`src/rtl/imem_loader_pkg.sv`:
```
// Shared types and constants for the instruction-memory boot loader.
// With IMEM_LOAD_CHECKSUM_EN defined, the state set grows by CHECK and FAIL.
package imem_loader_pkg;

    localparam int BYTES_PER_WORD = 4;
    localparam int WORD_W         = 32;

`ifdef IMEM_LOAD_CHECKSUM_EN
    typedef enum logic [2:0] {IDLE, CLEAR, RECV, WRITE, DONE, CHECK, FAIL} state_t;
`else
    typedef enum logic [2:0] {IDLE, CLEAR, RECV, WRITE, DONE} state_t;
`endif

endpackage

```
`src/rtl/imem_word_assembler.sv`:
```
// Packs accepted bytes big-endian into a 32-bit word and keeps a running XOR
// of every byte accepted since the last clear.
module imem_word_assembler
    import imem_loader_pkg::*;
(
    input  logic              clk,
    input  logic              reset,
    input  logic              clear,
    input  logic              accept,
    input  logic [7:0]        byte_data,
    output logic [WORD_W-1:0] word,
    output logic              word_done,
    output logic [7:0]        xor_sum
);

    logic [1:0] byte_cnt;

    // The fourth byte of a word completes it; the counter wraps 3->0 on the same edge.
    assign word_done = accept && (byte_cnt == 2'(BYTES_PER_WORD - 1));

    // Shift bytes in from the bottom so the first byte ends up in [31:24].
    always_ff @(posedge clk or posedge reset) begin
        if (reset) begin
            word     <= '0;
            byte_cnt <= '0;
            xor_sum  <= '0;
        end else if (clear) begin
            word     <= '0;
            byte_cnt <= '0;
            xor_sum  <= '0;
        end else if (accept) begin
            word     <= {word[WORD_W-9:0], byte_data};
            byte_cnt <= byte_cnt + 2'd1;
            xor_sum  <= xor_sum ^ byte_data;
        end
    end

endmodule

```
`src/rtl/imem_boot_loader.sv`:
```
// Boot loader for a writable instruction memory: zero-fills every entry, then
// writes a big-endian byte stream as 32-bit words from address 0 upward, holding
// the core in stall until the load completes.
// Optional macro IMEM_LOAD_CHECKSUM_EN adds a trailing XOR checksum byte, the
// CHECK/FAIL states and the load_err output.
module imem_boot_loader #(
    parameter int DEPTH  = 32,
    parameter int ADDR_W = 5,
    parameter int WORD_W = 32
) (
    input  logic              clk,
    input  logic              reset,
    input  logic              start,
    input  logic [ADDR_W:0]   word_count,
    input  logic              byte_valid,
    input  logic [7:0]        byte_data,
    output logic              byte_ready,
    output logic              mem_we,
    output logic [ADDR_W-1:0] mem_addr,
    output logic [WORD_W-1:0] mem_wdata,
    output logic              cpu_stall,
    output logic              busy,
    output logic              done
`ifdef IMEM_LOAD_CHECKSUM_EN
    ,
    output logic              load_err
`endif
);

    import imem_loader_pkg::*;

    localparam logic [ADDR_W:0]   DEPTH_N   = (ADDR_W+1)'(DEPTH);
    localparam logic [ADDR_W-1:0] LAST_ADDR = ADDR_W'(DEPTH - 1);

    // After the last data word the load either finishes or waits for the checksum.
`ifdef IMEM_LOAD_CHECKSUM_EN
    localparam state_t LOAD_END = CHECK;
`else
    localparam state_t LOAD_END = DONE;
`endif

    state_t            state, state_next;
    logic [ADDR_W-1:0] clr_addr;
    logic [ADDR_W:0]   word_idx;
    logic [ADDR_W:0]   n_words;
    logic [ADDR_W:0]   idx_inc;
    logic              launch;
    logic              clr_last;
    logic              asm_accept;
    logic              word_done;
    logic [WORD_W-1:0] asm_word;
    logic [7:0]        xor_sum;

    assign idx_inc    = word_idx + (ADDR_W+1)'(1);
    assign clr_last   = (clr_addr == LAST_ADDR);
    assign asm_accept = byte_valid && (state == RECV);

    // A start is honoured only from a resting state; elsewhere it is ignored.
`ifdef IMEM_LOAD_CHECKSUM_EN
    assign launch = start && (state == IDLE || state == DONE || state == FAIL);
`else
    assign launch = start && (state == IDLE || state == DONE);
`endif

    imem_word_assembler u_asm (
        .clk       (clk),
        .reset     (reset),
        .clear     (launch),
        .accept    (asm_accept),
        .byte_data (byte_data),
        .word      (asm_word),
        .word_done (word_done),
        .xor_sum   (xor_sum)
    );

    // State register.
    always_ff @(posedge clk or posedge reset) begin
        // NOTE: sequential state uses non-blocking assignments so every register
        // samples the pre-edge values regardless of block ordering.
        if (reset) state <= IDLE;
        else       state <= state_next;
    end

    // Next-state logic.
    always_comb begin
        state_next = state;
        case (state)
            IDLE:    if (launch) state_next = CLEAR;
            CLEAR:   if (clr_last) state_next = (n_words == '0) ? LOAD_END : RECV;
            RECV:    if (word_done) state_next = WRITE;
            WRITE:   state_next = (idx_inc == n_words) ? LOAD_END : RECV;
            DONE:    if (launch) state_next = CLEAR;
`ifdef IMEM_LOAD_CHECKSUM_EN
            CHECK:   if (byte_valid) state_next = (byte_data == xor_sum) ? DONE : FAIL;
            FAIL:    if (launch) state_next = CLEAR;
`endif
            default: state_next = IDLE;
        endcase
    end

    // Clear address, word index and the clamped word count.
    always_ff @(posedge clk or posedge reset) begin
        if (reset) begin
            clr_addr <= '0;
            word_idx <= '0;
            n_words  <= '0;
        end else if (launch) begin
            clr_addr <= '0;
            word_idx <= '0;
            n_words  <= (word_count > DEPTH_N) ? DEPTH_N : word_count;
        end else if (state == CLEAR) begin
            clr_addr <= clr_last ? '0 : clr_addr + ADDR_W'(1);
        end else if (state == WRITE) begin
            word_idx <= idx_inc;
        end
    end

    // Output decode from registered state and counters only.
    always_comb begin
        // NOTE: every output gets a default first so no path through the case
        // leaves one unassigned and infers a latch.
        byte_ready = 1'b0;
        mem_we     = 1'b0;
        mem_addr   = '0;
        mem_wdata  = '0;
        cpu_stall  = 1'b1;
        busy       = 1'b0;
        done       = 1'b0;
`ifdef IMEM_LOAD_CHECKSUM_EN
        load_err   = 1'b0;
`endif
        case (state)
            CLEAR: begin
                mem_we   = 1'b1;
                mem_addr = clr_addr;
                busy     = 1'b1;
            end
            RECV: begin
                byte_ready = 1'b1;
                busy       = 1'b1;
            end
            WRITE: begin
                mem_we    = 1'b1;
                mem_addr  = word_idx[ADDR_W-1:0];
                mem_wdata = asm_word;
                busy      = 1'b1;
            end
            DONE: begin
                done      = 1'b1;
                cpu_stall = 1'b0;
            end
`ifdef IMEM_LOAD_CHECKSUM_EN
            CHECK:   byte_ready = 1'b1;
            FAIL:    load_err   = 1'b1;
`endif
            default: ;
        endcase
    end

endmodule

```
`config.mk`:
```
export PLATFORM = sky130hd
export DESIGN_NAME = imem_boot_loader
export DESIGN_NICKNAME = d
export VERILOG_FILES = /design/src/rtl/imem_loader_pkg.sv /design/src/rtl/imem_word_assembler.sv /design/src/rtl/imem_boot_loader.sv
export SDC_FILE = /design/constraint.sdc
export NUM_CORES = 1
export LEC_CHECK = 0
export CAP_MARGIN = 30
export CELL_PAD_IN_SITES_DETAIL_PLACEMENT = 1
export CELL_PAD_IN_SITES_GLOBAL_PLACEMENT = 2
export CORE_UTILIZATION = 30
export DETAILED_ROUTE_END_ITERATION = 10
export MAX_ROUTING_LAYER = met4
export PLACE_DENSITY_LB_ADDON = 0.15
export SETUP_SLACK_MARGIN = 0.15
export SKIP_LAST_GASP = 1
export SYNTH_ARGS = -nofsm -noshare
export SYNTH_HDL_FRONTEND = slang
export SYNTH_SLANG_ARGS = --single-unit
```
`constraint.sdc`:
```
create_clock -name clk -period 2.6 [get_ports clk]
set_clock_uncertainty 0.2 [all_clocks]
set_input_delay 0.78 -clock clk [delete_from_list [all_inputs] [get_ports clk]]
set_output_delay 0.78 -clock clk [all_outputs]
set_load 0.03 [all_outputs]
```
* Word-level counts from Yosys, hierarchy flattened
Index checks and enable logic that the tools add are counted.
** Storage, ports and cells
- Flip-flop bits (word level) :: 54
- Input port bits :: 18
- Output and inout port bits :: 42
- Logic and storage cells :: 59
** Operators by class
- $add $sub $neg :: 3
- Magnitude comparators :: 1
- Equality and inequality tests :: 11
- Mux-type cells :: 24
- Reduce and logical (&&, ||, !) cells :: 14
** Operators with widths (number)
- $mux 32 :: 3
- $mux 6 :: 4
- $mux 3 :: 5
- $mux 5 :: 3
- $pmux 3 s4 :: 1
- $pmux 5 s2 :: 1
- $add 6x1->6 const B :: 1
- $eq 3x2->1 const B :: 2
- $eq 6x6->1 :: 1
- $gt 6x6->1 const B :: 1
- $logic_not 6->1 :: 1
- $reduce_bool 2->1 :: 3
- $add 5x1->5 const B :: 1
- $eq 5x5->1 const B :: 1
- $mux 1 :: 5
- $mux 2 :: 2
- $ne 2x1->1 const B :: 2
- $ne 2x2->1 const B :: 2
- $reduce_or 2->1 :: 2
- $eq 3x1->1 const B :: 1
- $eq 3x3->1 const B :: 1
- $logic_and 1x1->1 :: 3
- $logic_not 3->1 :: 1
- $reduce_and 3->1 :: 1
- other kinds (5) :: 5

* Logic depth before layout (Yosys ltp)
- Depth in word-level cells :: 5
- Gate-level depth with buffers :: 7
- Gate-level depth less buffers :: 7

* By module
From an unflattened synthesis, not the netlist that was laid out.
** Second synthesis, totals
- Cell total of the unflattened synthesis :: 323
- Area, all modules :: 3294.4 um2
** Modules (own cells, without submodules)
- imem_word_assembler :: times used 1, cells each 148, area an instance 1831.8 um2, sequential area each 1051.0 um2
- imem_boot_loader :: times used 1, cells each 175, area an instance 1462.7 um2, sequential area each 500.5 um2

* Worst setup path before layout
No wires, ideal clock.
- Kind :: reg-to-output
- Start point :: register state[2]
- End point :: output port mem_wdata[11]
- Data arrival time :: 1.565 ns
- Required time :: 1.620 ns
- Setup slack :: 0.055 ns
- Cell stages (with the launch flop) :: 6
- Buffers on the path :: 3
- Path through :: dfrtp_1 clkbuf_1 and3b_1 clkbuf_1 clkbuf_1 and2_1
** On the way
- Word-level cells in the longest chain between the ends :: 2
** RTL lines
- start, declared :: line imem_boot_loader.sv:42 : state_t state, state_next;
- start signal, assigned :: line imem_boot_loader.sv:81 : else state <= state_next;
- $eq 3x2->1 :: line imem_boot_loader.sv:132 : case (state)
- $mux 32 :: line imem_boot_loader.sv:132
- end, declared :: line imem_boot_loader.sv:20 : output logic [WORD_W-1:0] mem_wdata,
Every way passes these cells.

* Worst setup path after layout
- Start point :: register state[2]
- End point :: output port mem_wdata[10]
Same word-level chain as after synthesis.

==> reports/metrics.csv <==
stage,metric,value,unit
synth,synth-simple-area-share,0.275,
detailed_routing,ant_nets,0,
floorplan,fp-row-count,34,
synth,netlist_instances,323,
sta,rsz0062_at_grt,true,
sta,relSlewSlack,0.573,
finish,antenna_cells,0,
detailed_routing,vias,2404,
synth,synth_top_family_by_area,simple AND/OR/NAND/NOR gates,
finish,fin_nets,414,
synth,yosys.area.top_type_share,0.480,
worst_setup_path,r2r_setup_slack,0.39,ns
worst_setup_path,reg2reg_to,state[1]$_DFFE_PP0P_,
sta,hold_viol,0,
synth,netlist_area,2820,µm²
synth,synth_compound_area_frac,0.129,
sta,worst_slew_pin_slew,0.634,ns
global_route,grt_pass1_wl,12.3,mm
pwr,power,0.00294,W
synth,synth_ff_type,dfrtp_1,
global_route,grt_max_degree,55,
sta,min_period,2.67,ns
place,dp_hpwl,5.04,mm
cts,root_buffer,clkbuf_8,
synth,synthXorXnorAreaFrac,0.0311,
detailed_routing,drt_first_iter_violations,68,
outcome,violations,setup timing,
floorplan,ios,60,
worst_hold_path,hold_class,reg -> reg,
worst_setup_path,critPathCapture,mem_wdata[10],
global_route,track_usage,0.165,
worst_setup_path,cp.required,1.62,ns
cts,htree_levels,2,
global_route,antenna_found_initial,0,
sta,setup_viol,32,
synth,yosys-mux-area-fraction,0.0249,
sta,finalCritPeriodShare,1.03,
sta,drv_slew,0,
finish,finalNonFillerCells,501,
synth,ys_top_cells_by_area,"dfrtp_1 (48%), nand2_1 (11%), o21ai_0 (8.0%)",
floorplan,die_x,98.9,µm
finish,utilization,0.426,
place,io_buffer_count,59,
floorplan,die_area,9780,µm²
cts,cts.path.max_buffers,2,
synth,synthTopCellsByCount,"nand2_1 (80), dfrtp_1 (54), o21ai_0 (45)",
detailed_routing,drc_errors,0,
worst_setup_path,worstSetupPathType,reg -> out,
synth,synth_seq_area_share,0.480,
cts,clock-sinks,54,
synth,ys.warnings.count,0,
worst_setup_path,crit_arrival,1.69,ns
synth,syn_nets,345,
global_route,first_global_vias,2366,
synth,synthArstFlopShare,1.00,
synth,synth_area_per_cell,8.72,µm²
floorplan,die_h,98.9,µm
worst_setup_path,reg2reg_from,word_idx[0]$_DFFE_PP0P_,
floorplan,start_util,0.317,
worst_setup_path,startpoint,state[2]$_DFFE_PP0P_,
pwr,leakagePower,1.73,nW
sta,setup_ws,-0.0699,ns
cts,cts_buffers,5,
synth,synth-adder-area-share,0.0178,
cts,clkLatencyLatePin,0.31,ns
detailed_routing,routedWlPerCell,15.1,µm
floorplan,core,8890,µm²
worst_setup_path,worstPathCellList,buf_6 -> and3b_2 -> buf_12 -> and2_1 -> buf_4,
synth,yosysTopAreaCell,dfrtp_1,
synth,synth_edf_count,0,
worst_setup_path,critPathSlowestCell,dfrtp_1,
pwr,peakVddDrop,377,µV
synth,synth-seq-cells,54,
outcome,status,finished with violations,
pwr,power_density,776,nW/µm²
detailed_routing,dr.pass1.iters,4,
job,drv_cap,0,
synth,synth.distinct_cells,39,
worst_setup_path,slowest_delay,0.41,ns
worst_setup_path,crit_path_end_kind,output pin,
detailed_routing,vias_per_cell,4.80,
finish,drive_gt1_frac,0.275,
worst_setup_path,cp-start-kind,flop,
sta,fmax,375,MHz
detailed_routing,wl,7.57,mm
synth,yosysMostFrequentCell,nand2_1,
worst_setup_path,path_max_fanout,19,
finish,nFillCells,1040,
place,dp.cells,479,
global_route,grt-ovfl-total,0,
cts,clk_pin_slew,0.10,ns
cts,tritoncts,yes,
finish,syn_to_final_growth,34.6,%
worst_setup_path,worstRegToRegCells,6,
place,gp_congestion,0.800,
[stage by stage]
stage	hold slack, ns	worst slack [ns]	setup TNS, ns	area (µm²)
final	0.298	-0.0699	-1.78	3790
after global routing	0.339	-0.148	-4.01	3790
after CTS	0.301	-0.0886	-2.03	3710
after detailed placement	0.282	0.0632	0	3540
after global placement	0.276	0.0920	0	3540
after floorplan	0.255	0.217	0	2840
[power by group]
| part | internal, W | switching [W] | total, W |
|---|---|---|---|
| logic | 0.000538 | 0.000690 | 0.00123 |
| clock network | 0.000293 | 0.000303 | 0.000596 |
| registers | 0.000974 | 0.000143 | 0.00112 |
| total | 0.00180 | 0.00114 | 0.00294 |
[final cells by class]
type,count,area [µm²],share of cell area
well taps,108,135,0.0357
clock inverters,3,47.5,0.0125
flip-flops and latches,54,1350,0.357
inverters,5,18.8,0.00495
repair buffers,84,782,0.206
multi-input cells,242,1390,0.365
clock buffers,5,68.8,0.0182
[how the worst min path moves through the flow]
stage                             startpoint                       endpoint  depth (start not counted)
4_1_cts        u_asm.byte_cnt[0]$_DFFE_PP0P_  u_asm.byte_cnt[0]$_DFFE_PP0P_                          1
3_5_place_dp   u_asm.byte_cnt[0]$_DFFE_PP0P_  u_asm.byte_cnt[0]$_DFFE_PP0P_                          1
2_1_floorplan  u_asm.byte_cnt[0]$_DFFE_PP0P_  u_asm.byte_cnt[0]$_DFFE_PP0P_                          1
5_1_grt        u_asm.byte_cnt[0]$_DFFE_PP0P_  u_asm.byte_cnt[0]$_DFFE_PP0P_                          1
6_report       u_asm.byte_cnt[0]$_DFFE_PP0P_  u_asm.byte_cnt[0]$_DFFE_PP0P_                          1
3_3_place_gp   u_asm.byte_cnt[0]$_DFFE_PP0P_  u_asm.byte_cnt[0]$_DFFE_PP0P_                          1
[critical path: cells and delay by family (launching register included)]
| kind | cells | cell delay [ns] |
|---|---|---|
| buffers and inverters | 3 | 0.46 |
| and+or+nand+nor | 2 | 0.51 |
| DFF | 1 | 0.41 |
[kinds of logic after synthesis]
kind of cell               after synthesis
and+or+nand+nor                        160
AOI/OAI and AO/OA                       61
buffers and inverters                   27
xor gates and xnor gates                10
adders and majority gates                4
muxes                                    7
DFF                                     54
[layer usage]
layer	part of all wire	GRT usage	up-vias
li1	-	-	1209
met1	0.53	0.243	1143
met2	0.43	0.236	47
met3	0.034	0.0248	5
met4	0.010	0.0413	0
met5	0	-	-
[repair_timing]
item / in CTS / in global routing
pin swaps: 2 / 1
hold buffers: 0 / 0
setup buffers: 6 / 6
endpoints found under the hold margin: 0 / 0
cloned: 0 / 2
endpoints found under the setup margin: 41 / 41
resized for setup: 13 / 26
[state kept, by name (all words and copies together), names as in the netlist]
name            count
clr_addr            5
n_words             6
state               3
u_asm.byte_cnt      2
u_asm.word         32
word_idx            6
[cell usage in the layout, fill, tap and decap left out, types with 2 or more instances in the layout]
cell	instances
and2_4	4
clkdlybuf4s50_1	17
o21ai_0	45
nor2_1	16
buf_12	6
clkbuf_8	5
nand3b_1	2
nor3_1	2
a21oi_1	4
xnor2_1	6
or3b_2	2
clkbuf_2	3
dfrtp_1	53
nor3b_1	2
nand2_1	80
o31ai_1	2
xor2_1	4
inv_1	4
and2_1	11
and2_2	19
a22o_1	2
or3_1	2
nand2b_1	6
ha_1	4
buf_4	49
buf_6	7
nand3_1	5
mux2i_1	7
(Power assumes the default switching activity.)
